`src/rtl/ysyx_24090018_core_ctrl.sv`:
```
// ysyx_24090018_core_ctrl: multi-cycle fetch/exec/writeback sequencer with halt, fault detection and a retire counter
module ysyx_24090018_core_ctrl #(
  parameter int DATA_WIDTH = 32,
  parameter int CNT_WIDTH = 32,
  parameter int TIMEOUT = 255,
  parameter logic [DATA_WIDTH-1:0] EBREAK_INST = 32'h00100073
) (
  input  logic                  clk,
  input  logic                  rst,
  input  logic                  run_i,
  output logic                  ifu_req_valid_o,
  input  logic                  ifu_req_ready_i,
  input  logic                  ifu_rsp_valid_i,
  input  logic                  ifu_rsp_err_i,
  input  logic [DATA_WIDTH-1:0] ifu_rsp_data_i,
  output logic [DATA_WIDTH-1:0] inst_o,
  output logic                  inst_valid_o,
  input  logic                  rf_we_i,
  output logic                  rf_we_o,
  output logic                  pc_we_o,
  output logic                  halt_o,
  output logic                  err_o,
  output logic [CNT_WIDTH-1:0]  retired_cnt_o,
  output logic [2:0]            state_o
);
  typedef enum logic [2:0] {
    IDLE       = 3'd0,
    FETCH_REQ  = 3'd1,
    FETCH_WAIT = 3'd2,
    EXEC       = 3'd3,
    WB         = 3'd4,
    HALT       = 3'd5,
    ERROR      = 3'd6
  } state_t;
  localparam int TW = $clog2(TIMEOUT + 1);
  state_t state, state_n;
  logic [TW-1:0] tcnt, tcnt_n, tcnt_inc;
  logic [DATA_WIDTH-1:0] inst_n;
  logic [CNT_WIDTH-1:0] cnt_n;
  logic halt_n, err_n;
  assign tcnt_inc = tcnt + TW'(1);
  always_ff @(posedge clk or posedge rst) begin
    if (rst) begin
      state <= IDLE;
      tcnt <= '0;
      inst_o <= '0;
      retired_cnt_o <= '0;
      halt_o <= 1'b0;
      err_o <= 1'b0;
    end else begin
      state <= state_n;
      tcnt <= tcnt_n;
      inst_o <= inst_n;
      retired_cnt_o <= cnt_n;
      halt_o <= halt_n;
      err_o <= err_n;
    end
  end
  always_comb begin
    state_n = state;
    tcnt_n = tcnt;
    inst_n = inst_o;
    cnt_n = retired_cnt_o;
    halt_n = halt_o;
    err_n = err_o;
    case (state)
      IDLE: state_n = run_i ? FETCH_REQ : IDLE;
      FETCH_REQ: begin
        state_n = ifu_req_ready_i ? FETCH_WAIT : FETCH_REQ;
        tcnt_n = ifu_req_ready_i ? '0 : tcnt;
      end
      FETCH_WAIT: begin
        // a response in the final wait cycle takes priority over the timeout
        if (ifu_rsp_valid_i) begin
          state_n = ifu_rsp_err_i ? ERROR : EXEC;
          err_n = err_o | ifu_rsp_err_i;
          inst_n = ifu_rsp_err_i ? inst_o : ifu_rsp_data_i;
        end else if (tcnt_inc == TW'(TIMEOUT)) begin
          state_n = ERROR;
          err_n = 1'b1;
        end else begin
          tcnt_n = tcnt_inc;
        end
      end
      EXEC: begin
        state_n = (inst_o == EBREAK_INST) ? HALT : WB;
        halt_n = halt_o | (inst_o == EBREAK_INST);
        cnt_n = (inst_o == EBREAK_INST) ? retired_cnt_o + CNT_WIDTH'(1) : retired_cnt_o;
      end
      WB: begin
        state_n = FETCH_REQ;
        cnt_n = retired_cnt_o + CNT_WIDTH'(1);
      end
      HALT, ERROR: state_n = state;
      default: begin
        state_n = ERROR;
        err_n = 1'b1;
      end
    endcase
  end
  assign state_o = state;
  assign ifu_req_valid_o = state == FETCH_REQ;
  assign inst_valid_o = state == EXEC || state == WB;
  assign rf_we_o = state == WB && rf_we_i;
  assign pc_we_o = state == WB;
endmodule

```
`config.mk`:
```
export PLATFORM = sky130hd
export DESIGN_NAME = ysyx_24090018_core_ctrl
export DESIGN_NICKNAME = d
export VERILOG_FILES = /design/src/rtl/ysyx_24090018_core_ctrl.sv
export SDC_FILE = /design/constraint.sdc
export NUM_CORES = 1
export LEC_CHECK = 0
export CAP_MARGIN = 15
export CORE_MARGIN = 2
export CORE_UTILIZATION = 52
export CTS_BUF_LIST = sky130_fd_sc_hd__clkbuf_8
export DETAILED_ROUTE_END_ITERATION = 10
export PLACE_DENSITY = 0.95
export SLEW_MARGIN = 0
export SYNTH_ARGS = -nofsm -noshare
export SYNTH_HDL_FRONTEND = slang
export SYNTH_SLANG_ARGS = --single-unit
```
`constraint.sdc`:
```
create_clock -name clk -period 4.7 [get_ports clk]
set_input_delay 0.94 -clock clk [delete_from_list [all_inputs] [get_ports clk]]
set_output_delay 0.94 -clock clk [all_outputs]
set_load 0.05 [all_outputs]
```
; After elaboration in Yosys (flattened, before gate mapping)
; Cells that the tools add are included.
[word_totals]
ram_bits = 0
output_inout_bits = 73
romBits = 0
latchBits = 0
n_memories = 0
regBits = 77
[classes]
n_reduce_logical = 12
magnitude_cmp = 0
n_mux = 16
addsub = 2
shift = 0
div = 0
n_bitwise = 5
n_eq_ne = 13
n_mul = 0
[ops]
columns = op, count
row1 = $pmux 32 s2, 1
row2 = $add 32x1->32 const B, 1
row3 = $eq 32x21->1 const B, 1
row4 = $mux 32, 1
row5 = $mux 8, 3
row6 = $pmux 3 s6, 1
row7 = $pmux 8 s2, 1
row8 = $eq 3x3->1 const B, 3
row9 = $mux 3, 3
row10 = $add 8x1->8 const B, 1
row11 = $eq 8x8->1 const B, 1
row12 = $eq 3x2->1 const B, 2
row13 = $ne 2x2->1 const B, 3
row14 = $reduce_and 2->1, 3
row15 = $reduce_or 6->1, 1
row16 = $mux 1, 4
row17 = $reduce_and 4->1, 1
row18 = $reduce_bool 2->1, 2
row19 = $eq 3x1->1 const B, 1
row20 = $logic_not 3->1, 1
row21 = $ne 3x3->1 const B, 1
row22 = $not 1->1, 3
row23 = $reduce_and 3->1, 1
row24 = $mux 2, 1
row25 = 6 further kinds, 7

; Logic depth before layout (Yosys ltp)
; Gate-level depths: netlist of run 1.
[logic_depth]
depth_word = 5
depth_mapped = 8
mapped_depth_nobuf = 7

; Worst setup path before layout of run 1
; No wires, ideal clock.
[synth_path]
path_kind = reg2out
startpoint = register state[0] (netlist: state_o[0])
endpoint = output port ifu_req_valid_o
path_stages_with_launch = 4
required_ns = 3.760
path_slack_ns = 1.870
n_path_buf = 1
arrival_time_ns = 1.890
path_cell_list = dfrtp_1 clkbuf_8 or2b_2 nor2_1
[synth_between]
elab_chain_cells = 1
[synth_lines]
columns = element, line
row1 = from (decl), 36  ; state_t state, state_n;
row2 = from (signal assigned), 51  ; state <= state_n;
row3 = $eq 3x1->1, 102  ; assign ifu_req_valid_o = state == FETCH_REQ;
row4 = to (decl), 11  ; output logic ifu_req_valid_o,
; No other way between the ends.

; Worst setup path after layout of run 1
[layout_path]
startpoint = input port rf_we_i
endpoint = output port rf_we_o
[layout_between]
elab_chain_cells = 1
[layout_lines]
columns = element, line
row1 = from (decl), 18  ; input logic rf_we_i,
row2 = $logic_and 1x1->1, 104  ; assign rf_we_o = state == WB && rf_we_i;
row3 = to (decl), 19  ; output logic rf_we_o,
; No other way between the ends.

==> results of run 1 <==
[layout make-up]
cell class	count	share of cell area, %
repair buffers	113	22.7
well taps	80	2.02
multi-input cells	201	31.3
inverters	14	1.06
clock inverters	4	0.959
flip-flops and latches	77	38.9
clock buffers	11	3.05
[sequential cells by signal (all words and copies together) (netlist names)]
name	count
err_o	1
halt_o	1
inst_o	32
retired_cnt_o	32
state_o	3
tcnt	8
[Yosys cell counts (2+ instances only)]
library cell  number
nor3_1            10
o31ai_1            4
buf_6              2
nor4_2             2
and4_1             3
nand2_1           23
nor4b_1            4
xnor2_1           14
and3_1             4
o311ai_0           3
nor4_1             4
clkbuf_1           4
nand2b_1           3
inv_1             14
xor2_1            21
ha_1               3
nor3_2             2
nand3_1           15
nor2_1            14
or3_1              2
o211ai_1           2
or2b_2             2
mux2_2            33
nand4_1            5
dfrtp_1           77
a21oi_1            4
and3_2             2
[cells in the final DEF (no fill, tap or decap), types with 2 or more instances in the layout]
master	synthesis	layout
nor2_1	14	14
ha_1	3	3
nand2b_1	3	3
and3_1	4	4
inv_1	14	13
xnor2_1	14	14
nor3_1	10	10
clkinv_2	0	2
dfrtp_1	77	77
nand3_1	15	15
or3_1	2	2
mux2_2	33	33
nand4_1	5	5
and3_2	2	2
clkdlybuf4s50_1	0	111
nor4b_1	4	4
xor2_1	21	21
nor4_2	2	2
o311ai_0	3	3
clkbuf_8	1	11
and4_1	3	3
a21oi_1	4	4
nor3_2	2	2
o211ai_1	2	2
nor4_1	4	4
or2b_2	2	2
buf_4	0	2
nand2_1	23	23
o31ai_1	4	4
[final timing paths]
| check | slack [ns] | startpoint | depth (start not counted) | end |
|---|---|---|---|---|
| setup / recovery | 1.41 | rf_we_i | 3 | rf_we_o |
| hold / removal | 0.47 | retired_cnt_o[31] | 1 | retired_cnt_o[31] |
| setup reg to reg | 2.10 | inst_o[9] | 6 | retired_cnt_o[25] |
| hold reg to reg | 0.47 | retired_cnt_o[31] | 1 | retired_cnt_o[31] |
| max in group asynchronous | 2.59 | rst | 3 | inst_o[20] |
| min in group asynchronous | 1.11 | rst | 2 | retired_cnt_o[20] |
[where the power goes]
group	internal, W	switching (W)	leakage, nW
clock network	0.000270	0.000228	0.101
registers	0.000837	0.000177	1.00
logic	0.000511	0.000880	1.07
total	0.00162	0.00129	2.18
[per-stage QoR]
stage          cell area (µm²)  worst slack, ns  std cells
4_1_cts                   4960             1.41        500
5_1_grt                   4960             1.38        500
3_5_place_dp              4760             1.41        485
2_1_floorplan             3590             1.79        300
6_report                  4960             1.41        500
3_3_place_gp              4760             1.44        485
[cells by family after synthesis]
logic type / Yosys count / synth area share (%)
compound gates: 22 / 4.81
fa+ha+maj: 3 / 1.05
flops: 77 / 53.7
xor+xnor: 35 / 8.54
buf+inv: 22 / 3.03
simple gates: 107 / 18.2
mux: 34 / 10.6
[worst register-to-register path, cell delays in order, from the launching register on]
cell and delay, ns:
dfrtp_1 0.40, or4_4 0.56, nor4b_4 0.29, and3_4 0.24, o2111ai_2 0.41, or2b_2 0.45
xnor2_1 0.13
[routing by layer]
layer  wire [µm]  track usage, %
met1        3360            30.2
met2        4110            36.2
met3         474            5.02
met4         207            10.9
met5           0               0
==> tab_implementation.tex, run 1 <==
\begin{tabular}{lr}
\hline
Metric & Value \\
\hline
\multicolumn{2}{l}{\textbf{Timing}} \\
\quad Maximum clock frequency & 304 MHz \\
\quad Final Max Tran Viols & 0 \\
\quad Final worst-path cycle share & 70.0\% \\
\quad Total negative setup slack & 0 ns \\
\quad Maximum clock skew at final layout & 0.0105 ns \\
\quad Max-slew headroom & 36.0\% \\
\quad RSZ-0062 raised after global routing & false \\
\quad Hold violation count in the final report & 0 \\
\quad Slew of the pin with the lowest slew margin & 0.952 ns \\
\quad Tmin final & 3.29 ns \\
\quad Hold\_ws & 0.470 ns \\
\quad Number of endpoints failing setup at the final stage & 0 \\
\multicolumn{2}{l}{\textbf{Floorplan}} \\
\quad Site row count & 30 \\
\quad IO Pins & 112 \\
\quad Width of the chip & 87.1 µm \\
\quad Initial standard-cell utilization of the core & 53.4\% \\
\quad Die Span Y & 87.1 µm \\
\quad Area enclosed by the die boundary & 0.00758 mm² \\
\quad Core outline area & 0.00672 mm² \\
\multicolumn{2}{l}{\textbf{Clock tree}} \\
\quad CTS clock-pin slew for the worst setup and hold paths & 0.08 ns \\
\quad Clk Tree Root Cell & clkbuf\_8 \\
\quad \# Post-CTS Setup Buffers & 0 \\
\quad CTS tree & done \\
\quad Clock latency at the later pin of the worst-skew pair & 0.34 ns \\
\quad Number of buffers inserted during clock tree synthesis & 9 \\
\quad H-Tree Depth & 3 \\
\quad Cts-stage hold buffer count & 0 \\
\quad TritonCTS Sinks & 77 \\
\quad Total of cells resized after clock tree synthesis & 0 \\
\quad Clock Tree Buf Depth & 2 \\
\multicolumn{2}{l}{\textbf{Setup path}} \\
\quad Nature of the critical path startpoint & input port \\
\quad Top fanout value on the critical path & 1 \\
\quad Worst endpoint required time & 3.76 ns \\
\quad Largest incremental delay on the critical path & 0.80 ns \\
\quad Cell with the largest stage delay on the worst path & clkdlybuf4s50\_1 \\
\quad Family with the most delay on the worst path & buffers and inverters \\
\quad Critical Path Most Common Cell & clkdlybuf4s50\_1 \\
\quad CP bufs+invs & 2 \\
\quad Data arrival time at the worst-slack endpoint & 2.35 ns \\
\quad Cell-by-cell listing of the critical path & clkdlybuf4s50\_1, and3\_1, clkdlybuf4s50\_1 \\
\quad Critical path class & input port to output pin \\
\quad Kind of end point of the critical path & output pin \\
\multicolumn{2}{l}{\textbf{Finish}} \\
\quad ANT cells & 0 \\
\quad Utilization after layout & 73.8\% \\
\quad Layout area overhead & 38.1\% \\
\quad Footprint of the multi-input gates & 0.00155 mm² \\
\quad Total number of nets in the final design & 458 \\
\quad Storage cell area & 0.00193 mm² \\
\quad Fraction of final layout cells with drive strength greater than 1 & 16.7\% \\
\quad Fill cell instance count of the final layout & 451 \\
\multicolumn{2}{l}{\textbf{Global routing}} \\
\quad Number of global-route vias before repair & 2,745 \\
\quad Pin count of the biggest net entering global routing & 45 \\
\quad Initial antenna violation count & 0 \\
\quad GR Util All Layers & 23.0\% \\
\quad Wire length of the first global-routing pass & 13.5 mm \\
\quad Leftover overflow at the end of global routing & 0 \\
\multicolumn{2}{l}{\textbf{Synthesis}} \\
\quad Netlist cell types & 51 \\
\quad Average cell area after synthesis & 12.0 µm² \\
\quad Fraction of the yosys area taken by sequential cells & 53.7\% \\
\quad Cell types occupying the most area after synthesis & dfrtp\_1 (54\%), mux2\_2 (10\%), xor2\_1 (5.1\%) \\
\quad EDFF count, synth & 0 \\
\quad Post-Synthesis Net Count & 342 \\
\quad Synth async-reset ratio & 100\% \\
\quad Flip-flop and latch count after synthesis & 77 \\
\quad Cells after Synth & 300 \\
\quad Cell type contributing the most total cell area after synthesis & dfrtp\_1 \\
\quad Proportion of netlist area held by the largest area contributor & 53.7\% \\
\quad Yosys warning count & 0 \\
\quad Most used flip-flop cell after synthesis & dfrtp\_1 \\
\quad Post-Syn Area & 0.00359 mm² \\
\multicolumn{2}{l}{\textbf{Routing}} \\
\quad Vias per cell & 5.56 \\
\quad ANT nets after route & 0 \\
\quad Via count & 2,780 \\
\quad Iteration count of the initial detailed-routing pass & 4 \\
\quad Final Routed Wirelength & 8.15 mm \\
\quad Avg WL per Cell & 16.3 µm \\
\quad DRC violation total after the first TritonRoute iteration & 105 \\
\quad Remaining routing DRC violations & 0 \\
\multicolumn{2}{l}{\textbf{Run status}} \\
\quad Result of the run & finished clean \\
\multicolumn{2}{l}{\textbf{Flow run}} \\
\quad Max Cap Viol & 0 \\
\multicolumn{2}{l}{\textbf{Power}} \\
\quad Power Density & 586 mW/mm² \\
\quad Tot Pwr & 0.00290 W \\
\quad Leak Pwr & 2.18 nW \\
\quad VDD IR max & 510 µV \\
\multicolumn{2}{l}{\textbf{Hold path}} \\
\quad Tightest Hold Check Type & flop to flop \\
\multicolumn{2}{l}{\textbf{Placed design}} \\
\quad Routability Congestion & 0.886 \\
\quad Post-DP HPWL & 5.95 mm \\
\quad Number of port buffers & 111 \\
\hline
\end{tabular}
Power figures use the tool's default switching activity.
==> inputs of run 2 (changes only) <==
--- a/config.mk
+++ b/config.mk
@@ -7,10 +7,10 @@
 export LEC_CHECK = 0
 export CAP_MARGIN = 15
 export CORE_MARGIN = 2
-export CORE_UTILIZATION = 52
+export CORE_UTILIZATION = 48
 export CTS_BUF_LIST = sky130_fd_sc_hd__clkbuf_8
 export DETAILED_ROUTE_END_ITERATION = 10
-export PLACE_DENSITY = 0.95
+export PLACE_DENSITY = 0.9
 export SLEW_MARGIN = 0
 export SYNTH_ARGS = -nofsm -noshare
 export SYNTH_HDL_FRONTEND = slang
==> constraint.sdc (replaced) <==
create_clock -name clk -period 3.25 [get_ports clk]
set_input_delay 0.65 -clock clk [delete_from_list [all_inputs] [get_ports clk]]
set_output_delay 0.65 -clock clk [all_outputs]
set_load 0.05 [all_outputs]
==> run 2 against run 1 <==
Clock power is 60% higher. Count of clock-buffer cells in the layout increased by 3. First-iteration DRC count up 14%. Critical path type is now flop to output pin. Critical endpoint is now ifu_req_valid_o. Sequential power grew 45%. Sequential cell count is the same. Hold slack got worse by 0.0018 ns. Register-to-register slack worse by 1.4 ns. Global-route usage is 1.9 points lower. Sequential share of layout area fell by 0.58 points. Final cell count rose by 4.2%. Worst setup slack worse by 0.99 ns.
==> tab_implementation.tex, run 2 (synthesized netlist as in run 1, its figures left out) <==
\begin{tabular}{lr}
\hline
Metric & Value \\
\hline
\multicolumn{2}{l}{\textbf{Clock tree}} \\
\quad TritonCTS Sinks & 77 (unchanged) \\
\quad H-Tree Depth & 3 (unchanged) \\
\quad \# Post-CTS Setup Buffers & 0 (unchanged) \\
\quad Clock Tree Buf Depth & 2 (unchanged) \\
\quad CTS clock-pin slew for the worst setup and hold paths & 0.08 ns (about the same) \\
\quad Clock latency at the later pin of the worst-skew pair & 0.34 ns (about the same) \\
\quad Number of buffers inserted during clock tree synthesis & 9 (unchanged) \\
\quad CTS tree & done \\
\quad Cts-stage hold buffer count & 0 (unchanged) \\
\quad Clk Tree Root Cell & clkbuf\_8 \\
\quad Total of cells resized after clock tree synthesis & 0 (unchanged) \\
\multicolumn{2}{l}{\textbf{Hold path}} \\
\quad Tightest Hold Check Type & flop to flop \\
\multicolumn{2}{l}{\textbf{Routing}} \\
\quad DRC violation total after the first TritonRoute iteration & 120 (+14\%) \\
\quad Iteration count of the initial detailed-routing pass & 4 (unchanged) \\
\quad ANT nets after route & 0 (unchanged) \\
\quad Avg WL per Cell & 15.8 µm (-2.9\%) \\
\quad Final Routed Wirelength & 8.25 mm (+1.2\%) \\
\quad Via count & 2,819 (+1.4\%) \\
\quad Remaining routing DRC violations & 0 (unchanged) \\
\quad Vias per cell & 5.41 (-2.7\%) \\
\multicolumn{2}{l}{\textbf{Power}} \\
\quad Leak Pwr & 2.20 nW (+1.1\%) \\
\quad VDD IR max & 650 µV (+27\%) \\
\quad Power Density & 851 mW/mm² (+45\%) \\
\multicolumn{2}{l}{\textbf{Global routing}} \\
\quad Wire length of the first global-routing pass & 13.9 mm (+2.8\%) \\
\quad Leftover overflow at the end of global routing & 0 (unchanged) \\
\quad GR Util All Layers & 21.1\% (-1.9 points) \\
\quad Number of global-route vias before repair & 2,943 (+7.2\%) \\
\quad Initial antenna violation count & 0 (unchanged) \\
\quad Pin count of the biggest net entering global routing & 78 (+73\%) \\
\multicolumn{2}{l}{\textbf{Setup path}} \\
\quad Nature of the critical path startpoint & flop \\
\quad Critical path class & flop to output pin \\
\quad Top fanout value on the critical path & 11 (+10) \\
\quad Worst endpoint required time & 2.60 ns (-1.16 ns) \\
\quad Data arrival time at the worst-slack endpoint & 2.18 ns (-0.17 ns) \\
\quad Kind of end point of the critical path & output pin \\
\multicolumn{2}{l}{\textbf{Timing}} \\
\quad Final Max Tran Viols & 0 (unchanged) \\
\quad Maximum clock frequency & 353 MHz \\
\quad Max-slew headroom & 52.9\% (+17 points) \\
\quad Number of endpoints failing setup at the final stage & 0 (unchanged) \\
\quad Maximum clock skew at final layout & 0.00885 ns (-0.00162 ns) \\
\quad RSZ-0062 raised after global routing & false \\
\quad Total negative setup slack & 0 ns (unchanged) \\
\quad Final worst-path cycle share & 87.2\% \\
\quad Slew of the pin with the lowest slew margin & 0.706 ns (-0.245 ns) \\
\quad Hold violation count in the final report & 0 (unchanged) \\
\quad Hold\_ws & 0.468 ns (-0.00183 ns) \\
\quad Tmin final & 2.83 ns \\
\multicolumn{2}{l}{\textbf{Floorplan}} \\
\quad Core outline area & 0.00725 mm² (+8.0\%) \\
\quad Width of the chip & 90.5 µm (+3.9\%) \\
\quad Die Span Y & 90.5 µm (+3.9\%) \\
\quad IO Pins & 112 (unchanged) \\
\quad Site row count & 31 (+3.3\%) \\
\quad Area enclosed by the die boundary & 0.00818 mm² (+8.0\%) \\
\quad Initial standard-cell utilization of the core & 49.5\% (-3.9 points) \\
\multicolumn{2}{l}{\textbf{Finish}} \\
\quad Fraction of final layout cells with drive strength greater than 1 & 17.1\% (+0.39 points) \\
\quad ANT cells & 0 (unchanged) \\
\quad Commonest cells after routing, fill and taps aside & clkdlybuf4s50\_1 (111), dfrtp\_1 (77), mux2\_2 (33) \\
\quad Layout area overhead & 40.2\% \\
\quad Most frequent standard cell in the layout excluding fill and tap cells & clkdlybuf4s50\_1 \\
\quad Biggest registers after layout & inst\_o (32), retired\_cnt\_o (32), tcnt (8) \\
\quad Total number of nets in the final design & 459 (+0.22\%) \\
\multicolumn{2}{l}{\textbf{Placed design}} \\
\quad Routability Congestion & 0.803 (-9.3\%) \\
\quad Number of port buffers & 111 (unchanged) \\
\quad Post-DP HPWL & 5.94 mm (-0.16\%) \\
\multicolumn{2}{l}{\textbf{Run status}} \\
\quad Result of the run & finished clean \\
\multicolumn{2}{l}{\textbf{Flow run}} \\
\quad Max Cap Viol & 0 (unchanged) \\
\hline
\end{tabular}
==> run 2: cell type report <==
type | count | area (µm²)
fill | 519 | 2220
sequential | 77 | 1930
multi-input combinational | 201 | 1550
timing repair buffer | 114 | 1150
clock buffer | 14 | 193
tap | 99 | 124
inverter | 14 | 52.6
clock inverter | 2 | 37.5
==> run 2: final timing paths <==
kind                              startpoint                 to  slack [ns]  depth (start not counted)
min                        retired_cnt_o[31]  retired_cnt_o[31]        0.47                          1
min in group asynchronous                rst  retired_cnt_o[24]        0.71                          3
max reg2reg                        inst_o[9]  retired_cnt_o[25]        0.70                          6
max                               state_o[0]    ifu_req_valid_o        0.42                          3
min reg2reg                retired_cnt_o[31]  retired_cnt_o[31]        0.47                          1
max in group asynchronous                rst         inst_o[11]        2.22                          3
==> run 2: critical path: stages (launching register included) <==
cell and delay (ns):
dfrtp_1 0.51, or2b_2 0.38, nor2_1 0.13, clkdlybuf4s50_1 0.83
==> run 2: metal layers <==
layer  up-vias  wire [µm]  track usage [%]
li1       1299          -                -
met1      1410       3470             25.4
met2        92       4080             34.9
met3        18        458             5.18
met4         0        234             11.3
met5         -          0                0
==> run 2: power breakdown <==
part	internal [W]	switching (W)	total, W
combinational	0.000741	0.00128	0.00203
clock	0.000460	0.000335	0.000795
sequential	0.00121	0.000248	0.00146
total	0.00241	0.00187	0.00428
==> run 2: through the flow <==
| step | setup WS, ns | power [W] | area (µm²) | instances | utilization [%] |
|---|---|---|---|---|---|
| floorplan | 0.633 | 0.00280 | 3590 | 300 | - |
| global placement | 0.570 | 0.00346 | 4800 | 505 | 66.2 |
| detailed placement | 0.535 | 0.00351 | 4800 | 505 | 66.2 |
| CTS | 0.390 | 0.00431 | 5030 | 521 | 69.4 |
| global route | 0.322 | 0.00446 | 5030 | 521 | 69.4 |
| finish | 0.417 | 0.00428 | 5030 | 521 | 69.4 |
